==> src/rtl/axi_dac_jesd204_start_ctrl.sv <==
// JESD204 DAC start/stop sequencer: waits for a settled link, arms, aligns streaming
// start to a delayed trigger edge, and counts DMA underflows while running.
module axi_dac_jesd204_start_ctrl #(
   parameter int NUM_CHANNELS       = 2,
   parameter int LINK_SETTLE_CYCLES = 16,
   parameter int TRIG_DELAY_WIDTH   = 8
) (
   input  logic                        dac_clk,
   input  logic                        dac_rst,
   input  logic                        tx_ready,
   input  logic                        dac_arm,
   input  logic                        dac_disarm,
   input  logic                        dac_trig,
   input  logic                        dac_trig_bypass,
   input  logic [TRIG_DELAY_WIDTH-1:0] dac_trig_delay,
   input  logic [NUM_CHANNELS-1:0]     dac_enable_in,
   input  logic                        dac_dunf,
   input  logic                        dac_dunf_clr,
   output logic [NUM_CHANNELS-1:0]     dac_valid,
   output logic                        dac_data_en,
   output logic [2:0]                  dac_state,
   output logic                        dac_link_lost,
   output logic [15:0]                 dac_dunf_count
);

   typedef enum logic [2:0] {
      IDLE      = 3'd0,
      LINK_WAIT = 3'd1,
      ARMED     = 3'd2,
      DELAY     = 3'd3,
      RUN       = 3'd4
   } state_t;

   localparam logic [15:0]                 SETTLE_LAST = 16'(LINK_SETTLE_CYCLES - 1);
   localparam logic [TRIG_DELAY_WIDTH-1:0] DELAY_ONE   = TRIG_DELAY_WIDTH'(1);

   state_t                      state_reg, state_next;
   logic [15:0]                 settle_reg, settle_next;
   logic [TRIG_DELAY_WIDTH-1:0] delay_reg, delay_next;
   logic                        trig_hist_reg;
   logic                        link_lost_reg, link_lost_next;
   logic [NUM_CHANNELS-1:0]     valid_reg, valid_next;
   logic                        data_en_reg;
   logic [15:0]                 dunf_reg;
   logic                        trig_edge;
   logic                        run_next;

   // History resets high so a trigger already asserted out of reset is not an edge.
   assign trig_edge = dac_trig & ~trig_hist_reg;
   assign run_next  = (state_next == RUN);

   always_comb begin
      state_next     = state_reg;
      settle_next    = settle_reg;
      delay_next     = delay_reg;
      link_lost_next = link_lost_reg;
      if (dac_disarm) begin
         state_next = IDLE;
      end else begin
         case (state_reg)
            IDLE: begin
               if (dac_arm) begin
                  state_next     = LINK_WAIT;
                  settle_next    = 16'd0;
                  link_lost_next = 1'b0;
               end
            end
            LINK_WAIT: begin
               if (!tx_ready) begin
                  settle_next = 16'd0;
               end else if (settle_reg == SETTLE_LAST) begin
                  state_next  = ARMED;
                  settle_next = 16'd0;
               end else begin
                  settle_next = settle_reg + 16'd1;
               end
            end
            ARMED: begin
               if (!tx_ready) begin
                  state_next  = LINK_WAIT;
                  settle_next = 16'd0;
               end else if (dac_trig_bypass) begin
                  state_next = RUN;
               end else if (trig_edge) begin
                  if (dac_trig_delay == '0) begin
                     state_next = RUN;
                  end else begin
                     state_next = DELAY;
                     delay_next = dac_trig_delay - DELAY_ONE;
                  end
               end
            end
            DELAY: begin
               if (!tx_ready) begin
                  state_next     = IDLE;
                  link_lost_next = 1'b1;
               end else if (delay_reg == '0) begin
                  state_next = RUN;
               end else begin
                  delay_next = delay_reg - DELAY_ONE;
               end
            end
            RUN: begin
               if (!tx_ready) begin
                  state_next     = IDLE;
                  link_lost_next = 1'b1;
               end
            end
            default: state_next = IDLE;
         endcase
      end
   end

   // Outputs are registered from the next state so they line up with the RUN cycles.
   generate
      for (genvar gi = 0; gi < NUM_CHANNELS; gi++) begin : g_valid
         assign valid_next[gi] = run_next & dac_enable_in[gi];
      end
   endgenerate

   always_ff @(posedge dac_clk) begin
      if (dac_rst) begin
         state_reg     <= IDLE;
         settle_reg    <= 16'd0;
         delay_reg     <= '0;
         trig_hist_reg <= 1'b1;
         link_lost_reg <= 1'b0;
         valid_reg     <= '0;
         data_en_reg   <= 1'b0;
         dunf_reg      <= 16'd0;
      end else begin
         state_reg     <= state_next;
         settle_reg    <= settle_next;
         delay_reg     <= delay_next;
         trig_hist_reg <= dac_trig;
         link_lost_reg <= link_lost_next;
         valid_reg     <= valid_next;
         data_en_reg   <= run_next;
         if (dac_dunf_clr) begin
            dunf_reg <= 16'd0;
         end else if ((state_reg == RUN) && dac_dunf && (dunf_reg != 16'hFFFF)) begin
            dunf_reg <= dunf_reg + 16'd1;
         end
      end
   end

   assign dac_valid      = valid_reg;
   assign dac_data_en    = data_en_reg;
   assign dac_state      = state_reg;
   assign dac_link_lost  = link_lost_reg;
   assign dac_dunf_count = dunf_reg;

endmodule

==> config.mk <==
export PLATFORM = sky130hd
export DESIGN_NAME = axi_dac_jesd204_start_ctrl
export DESIGN_NICKNAME = d
export VERILOG_FILES = /design/src/rtl/axi_dac_jesd204_start_ctrl.sv
export SDC_FILE = /design/constraint.sdc
export NUM_CORES = 1
export LEC_CHECK = 0
export BUFFER_PORTS_ARGS = -buffer_cell sky130_fd_sc_hd__buf_2
export CAP_MARGIN = 0
export CORE_MARGIN = 3
export CORE_UTILIZATION = 51
export CTS_CLUSTER_DIAMETER = 30
export DETAILED_ROUTE_END_ITERATION = 8
export HOLD_SLACK_MARGIN = 0.05
export PLACE_DENSITY = 0.74
export REMOVE_ABC_BUFFERS = 1
export SLEW_MARGIN = 20
export SYNTH_ARGS = -nofsm -noshare
export SYNTH_HDL_FRONTEND = slang
export SYNTH_SLANG_ARGS = --single-unit
==> constraint.sdc <==
create_clock -name dac_clk -period 2.5 [get_ports dac_clk]
set_input_delay 0.5 -clock dac_clk [delete_from_list [all_inputs] [get_ports dac_clk]]
set_output_delay 0.5 -clock dac_clk [all_outputs]
set_load 0.01 [all_outputs]
; ---- Word level (Yosys, flattened, before mapping)
; Cells that the tools add are included.
[word_totals]
ff_bits = 48
input_bits = 19
output_inout_bits = 23
elab_cells = 73
[classes]
addsub = 4
eq_ne = 16
muxes = 27
bitwise_logic = 5
reduce_logical = 13
[op_table]
columns = cell, count
row1 = 16-bit 2-to-1 mux, 4
row2 = 8-bit 2-to-1 mux, 6
row3 = 16-bit case mux with 3 select lines, 1
row4 = 3-bit 2-to-1 mux, 11
row5 = 16-bit by 1-bit adder with 16-bit output (second input constant), 2
row6 = 2-bit != test (second input constant), 9
row7 = 16-bit by 4-bit == test with 1-bit output (second input constant), 1
row8 = 8-bit zero test, 2
row9 = 16-bit != test (second input constant), 1
row10 = 8-bit case mux with 2 select lines, 1
row11 = 8-bit by 1-bit subtractor with 8-bit output (second input constant), 2
row12 = 3-bit case mux with 5 select lines, 1
row13 = 4-bit AND reduction, 2
row14 = 8-bit AND reduction, 1
row15 = 3-bit by 2-bit == test with 1-bit output (second input constant), 2
row16 = 3-bit == test (second input constant), 2
row17 = 2-bit nonzero test, 2
row18 = 2-bit OR reduction, 2
row19 = 1-bit bitwise AND, 3
row20 = 3-bit by 1-bit == test with 1-bit output (second input constant), 1
row21 = 3-bit zero test, 1
row22 = 3-bit nonzero test, 1
row23 = 1-bit logical AND, 2
row24 = 1-bit 2-to-1 mux, 2
row25 = 2 further kinds, 3

; ---- Longest topological paths before layout
; Gate-level depths: netlist (run 1).
[depth]
ltp_word = 9
ltp_mapped = 10
ltp_nobuf = 8

; ---- Worst setup path after synthesis (run 1)
; Ideal clock, no wire load.
[synth_path]
kind = register to register
from = reg state_reg[2], in the netlist dac_state[2]
to = reg delay_reg[4]
setup_ns = 0.074
t_arrival_ns = 2.471
t_required_ns = 2.426
slack_ns = -0.045
stages_incl_launch_ff = 11
path_buffers = 2
period_less_slack_ns = 2.545
path_cell_list = dfxtp_1 -> clkbuf_1 -> nand3b_1 -> clkbuf_1 -> mux2i_1 -> ha_1 -> nor3b_1 -> mux2i_1 -> nor4b_1 -> a21oi_1 -> a31oi_1
[synth_between]
elab_chain_len = 3
word_cells_on_any_way = 11
cone_classes = eq/ne (8) / mux (1) / reduce/logical (2)
[synth_rtl]
columns = item, line
row1 = start: declaration, 37  ; state_t state_reg, state_next;
row2 = start signal: assignment, 132  ; state_reg <= state_next;
row3 = 3-bit by 2-bit == test with 1-bit output, 60  ; case (state_reg)
row4 = 2-bit != test (no source line) or 2-bit nonzero test (tied branches), --
row5 = 8-bit AND reduction (no source line), --
row6 = end signal: assignment, 134  ; delay_reg <= delay_next;
row7 = end: declaration, 39  ; logic [TRIG_DELAY_WIDTH-1:0] delay_reg, delay_next;
; Several ways; a longest one is shown, not always the timed one.
; A chain may end at the register's enable or synchronous reset.

; ---- Worst setup path after layout (run 1)
; Same ends and word-level chain as after synthesis.

==> results of run 1 <==
worst paths after layout:
check | start | end | slack [ps] | cells past startpoint
setup / recovery | dac_state[2] | delay_reg[4] | 310 | 9
hold / removal | dac_enable_in[0] | dac_valid[0] | 390 | 2
setup reg to reg | dac_state[2] | delay_reg[4] | 310 | 9
hold reg to reg | delay_reg[7] | delay_reg[7] | 490 | 2
cells by family (layout without fill, tap and decap cells):
family	after synthesis	after routing
DFF	48	48
AOI/OAI and AO/OA	64	64
xor gates and xnor gates	28	28
and+or+nand+nor	158	158
buffers and inverters	15	65
muxes	5	5
adders and majority gates	3	3
cell usage after synthesis, drive strengths merged, types with 2 or more instances:
library cell	instances	area, um2
dfxtp	48	960.9
nor2	48	180.2
xnor2	24	210.2
a21oi	23	118.9
nand2	21	78.83
nand3	19	100.1
nor3	12	65.06
clkbuf	7	26.28
nor3b	7	52.55
nor4	7	50.05
o21ai	7	35.03
a21o	6	45.04
inv	6	22.52
or4	6	45.04
a211oi	5	50.05
mux2i	5	50.05
nand4	5	31.28
nor2b	5	31.28
or2	5	31.28
a31oi	4	25.02
nor4b	4	35.03
xor2	4	35.03
and2	3	18.77
ha	3	37.54
nand2b	3	18.77
o211ai	3	22.52
o311ai	3	26.28
a2111oi	2	17.52
and4	2	17.52
buf	2	8.750
nand3b	2	15.01
nand4b	2	17.52
o21a	2	15.01
routing by layer:
layer  part of all wire (%)  vias to the layer above
met5                      0                        -
met1                     48                     1155
met2                     45                       73
met4                    1.2                        0
li1                       -                     1263
met3                    5.3                        7
where the power goes:
| group | leakage [nW] | internal, mW | switching [mW] |
|---|---|---|---|
| Clock | 0.0614 | 0.327 | 0.274 |
| Sequential | 0.387 | 0.767 | 0.00279 |
| Combinational | 0.612 | 0.0344 | 0.0550 |
| Total | 1.06 | 1.13 | 0.332 |
final cells by class:
cell class                      instances  area [um2]
Fill cell                             451        1783
Multi-Input combinational cell        258        1628
Sequential cell                        48       960.9
Timing Repair Buffer                   51       280.3
Tap cell                               67       83.83
Clock buffer                            6       82.58
Clock inverter                          2       38.79
Inverter                                6       22.52
what timing repair did:
item,in CTS,in global routing
setup endpoints to repair,0,1
resized for setup,0,1
setup buffers,0,2
per-stage QoR:
step                      hold WS, ps  worst slack (ps)  cell area (um2)
final                           388.6             306.3             3097
after global routing            389.5             145.5             3097
after CTS                       392.4             228.8             3078
after detailed placement        472.3             186.8             2957
after global placement          460.4             222.4             2957
after floorplan                 443.7             110.2             2608
worst max-delay path, delay by kind of cell (launching register included):
kind | cells | cell delay [ps]
simple gates | 3 | 700
mux | 2 | 460
flops | 1 | 330
fa+ha+maj | 1 | 270
compound gates | 2 | 200
buf+inv | 1 | 160
==> impl_metrics.ini, run 1 <==
[synth]
yosysWarnings = 0
yosysUniqueCellTypes = 56
synth_cells = 321
synth_edf_count = 0
synth_async_sr_flop_share_pct = 0
synthAdderAreaFrac_pct = 1.420
synth_compound_area_share_pct = 16.57
synthMuxAreaShare_pct = 1.894
synth_top_family_by_area = simple AND/OR/NAND/NOR gates
synth-simple-area-share_pct = 32.29
synth-seq-cells = 48
dominantRegCellSynth = dfxtp_1
synth_area_um2 = 2643
yosys.area_share.xor_xnor_pct = 9.280
seq_area_frac_synth_pct = 36.36
syn-mean-instance-area_um2 = 8.232

[timing]
period_share_pct = 87.75
tns_ps = 0
max_freq_mhz = 455.8
rsz0062_at_grt = false
setup_viol = 0
maxSlewHeadroom_pct = 59.22
fin_skew_ps = 6.254
period_needed_ps = 2194
worst-slew-pin-transition_ps = 606.2
finalMaxSlewViolations = 0
hold_viol = 0

[clocking]
cts_buffer_depth = 2
root_buffer = clkbuf_8
clk-insertion-delay-late_ps = 310
clk_pin_slew_ps = 90
cts_tree = done
cts_hold_buf = 0
cts_buffers = 5
clock_sinks = 48
htreeDepth = 2

[drt]
wl_per_cell_um = 14.00
via_per_inst = 5.703
drc = 0
drtIter0Drc = 122
via_count = 2498
wl_um = 6132
ant_nets = 0
drtPass1Iterations = 4

[global_routing]
grt_use_met3_pct = 4.872
grt_pass1_vias = 2268
grt.overflow.total = 0
use_met1_pct = 29.40
busiest_layer = met2
grt_first_pass_wirelength_um = 10530
grt_usage_pct = 21.18
use_met2_pct = 32.28
grt_max_degree = 17
antenna_found_initial = 0

[final_layout]
drive_above_1_share_pct = 19.68
layout_common_cells = 48 x nor2_1, 48 x dfxtp_1, 41 x buf_2
area_growth_pct = 17.19
final_core_util_pct = 63.46
fin_cells = 438
fin_nets = 392
diodes = 0

[worst_setup_path]
max_stage_delay_ps = 330
crit_required_ps = 2740
path_max_fanout = 5
worstPathArrival_ps = 2430
crit_path_top_delay_cell = dfxtp_1
cp-end-kind = flop
crit_type = reg2reg
path_cells = nand3b_1 -> buf_4 -> mux2i_2 -> ha_1 -> nor3b_1 -> mux2i_1 -> nor4b_1 -> a21oi_1 -> a31oi_1
startpoint_type = flop

[placement]
place.gp.congestion = 0.8915
place_hpwl_um = 4410
port_buffers = 41
dp.cells = 428

[floorplan]
row_count = 25
die_x_um = 77.98
die_h_um = 77.98
dieArea_um2 = 6081
initial_core_util_pct = 54.15
core_um2 = 4880
io_pins = 42

[hold_path]
hold_path_class = in2reg

[power_and_ir_drop]
peakVddDrop_mv = 0.3102
fin_total_pwr_mw = 1.461
leakagePower_nw = 1.061
p_per_area_nw_per_um2 = 471.6

[outcome]
status = completed

[job]
max-cap-violations = 0
No activity file was read; power rests on OpenSTA's default activity.
==> run 2, diff against run 1 <==
- ABC_AREA: default -> 1
- CORE_UTILIZATION: 51 -> 52
- CTS_BUF_LIST: default -> sky130_fd_sc_hd__clkbuf_16
- PLACE_DENSITY: 0.74 -> 0.75
==> impl_metrics.ini, run 2 <==
[outcome]
status = completed

[clocking]
cts_buffers = 5
clock_sinks = 48
clk-insertion-delay-late_ps = 290
clk_pin_slew_ps = 60
cts_resized = 0
cts_hold_buf = 0
root_buffer = clkbuf_16
cts_tree = done
cts_buffer_depth = 2
postCtsSetupBuffers = 0
htreeDepth = 2

[global_routing]
grt_max_degree = 18
grt_pass1_vias = 2718
grt.overflow.total = 0
antenna_found_initial = 0
grt_usage_pct = 22.80
grt_first_pass_wirelength_um = 11820

[final_layout]
fin_nets = 537
final_common_cell = nand2_1
area_growth_pct = 14.83
drive_above_1_share_pct = 12.40
diodes = 0
fillers = 510
final_core_util_pct = 63.27
layout_common_cells = 149 x nand2_1, 84 x nor2_1, 57 x inv_1

[worst_setup_path]
worstReg2RegStart = dac_state[0]
cp-end-kind = flop
startpoint_type = flop
crit_type = reg2reg
startpoint = dac_state[0]
r2r_setup_slack_ps = 490
crit_required_ps = 2680
endpoint = delay_reg[6]
worstPathArrival_ps = 2200
path_max_fanout = 12
reg2reg_to = delay_reg[6]
rr_worst_depth = 13

[synth]
synth_async_sr_flop_share_pct = 0
synth_cells = 472
yosysUniqueCellTypes = 35
syn-mean-instance-area_um2 = 6.076
yosysTopAreaCellShare_pct = 33.51
synthTopCellsByArea = dfxtp_1 34%, nand2_1 20%, nor2_1 11%
yosys.area.top_type = dfxtp_1
yosys-top-cells-count = 149 x nand2_1, 84 x nor2_1, 57 x inv_1
synth_edf_count = 0
seq_area_frac_synth_pct = 33.51
dominantRegCellSynth = dfxtp_1
synth_area_um2 = 2868
synth_most_common_cell = nand2_1
synth-seq-cells = 48
yosysWarnings = 0

[power_and_ir_drop]
p_per_area_nw_per_um2 = 498.8
leakagePower_nw = 1.519
peakVddDrop_mv = 0.4333

[job]
max-cap-violations = 0

[floorplan]
row_count = 26
die_x_um = 80.26
io_pins = 42
dieArea_um2 = 6442
die_h_um = 80.26
initial_core_util_pct = 55.10
core_um2 = 5205

[drt]
wl_per_cell_um = 11.68
ant_nets = 0
wl_um = 6843
drc = 0
drtPass1Iterations = 4
drtIter0Drc = 139
via_per_inst = 5.126
via_count = 3004

[timing]
tns_ps = 0
fin_skew_ps = 3.903
period_share_pct = 80.54
worst-slew-pin-transition_ps = 434.2
rsz0062_at_grt = false
setup_viol = 0
hold_viol = 0
max_freq_mhz = 496.7
finalMaxSlewViolations = 0
maxSlewHeadroom_pct = 70.79
period_needed_ps = 2013

[placement]
place.gp.congestion = 0.9077
port_buffers = 41
place_hpwl_um = 5102

[hold_path]
hold_path_class = in2reg
-- run 2: cell type report --
class	count	area, um2	share of cell area [%]
sequential	48	960.9	29.18
timing repair buffer	42	212.7	6.459
clock buffer	5	125.1	3.799
tap	70	87.58	2.660
clock inverter	3	42.54	1.292
inverter	60	227.7	6.915
multi-input combinational	358	1637	49.70
-- run 2: worst min path at each step --
| stage | start | to | cells past startpoint |
|---|---|---|---|
| final | dac_trig | trig_hist_reg | 3 |
| after global routing | dac_trig | trig_hist_reg | 3 |
| after CTS | dac_trig | trig_hist_reg | 3 |
| after detailed placement | settle_reg[1] | settle_reg[1] | 2 |
| after global placement | settle_reg[1] | settle_reg[1] | 2 |
| after floorplan | settle_reg[1] | settle_reg[1] | 2 |
-- run 2: logic make-up (layout without fill, tap and decap cells) --
logic type,Yosys count,in the layout,synth area share (%)
and+or+nand+nor,291,291,42.32
buffers and inverters,66,110,9.424
AOI/OAI and AO/OA,54,54,10.38
DFF,48,48,33.51
xor gates and xnor gates,10,10,3.054
adders and majority gates,3,3,1.309
-- run 2: per-layer routing --
layer,global-route usage [%],routed length [um],up-vias
met4,7.095,99,0
met2,37.91,3165,88
met3,4.484,427,10
met5,0,0,-
li1,-,-,1571
met1,29.58,3150,1335
-- run 2: power by group --
group          internal, mW  total, mW  switching, mW  leakage [nW]
Sequential            0.768      0.771        0.00348         0.387
Clock                 0.471      0.770          0.299        0.0814
Combinational        0.0342      0.102         0.0676          1.05
Total                  1.27       1.64          0.370          1.52
-- run 2: critical path, stage by stage (launching register included) --
cell     delay [ps]
dfxtp_1         490
nand3_1         170
buf_4           210
nand2_1          80
o21ai_2          70
inv_1           100
ha_1            170
inv_1            40
nor2_1          240
nand3_1         120
nand2_1          70
inv_1            40
nor2_1           80
nor2_1           40
-- run 2: stage by stage --
| step | power (mW) | cell area [um2] | cells | setup WS, ps | hold WS, ps |
|---|---|---|---|---|---|
| after floorplan | 0.8497 | 2825 | 466 | 562.3 | 458.3 |
| after global placement | 0.8878 | 3126 | 578 | 638.6 | 472.2 |
| after detailed placement | 0.8881 | 3126 | 578 | 545.6 | 480.8 |
| after CTS | 1.659 | 3293 | 586 | 524.7 | 387.6 |
| after global routing | 1.698 | 3293 | 586 | 264.6 | 419.4 |
| final | 1.643 | 3293 | 586 | 486.6 | 391.6 |
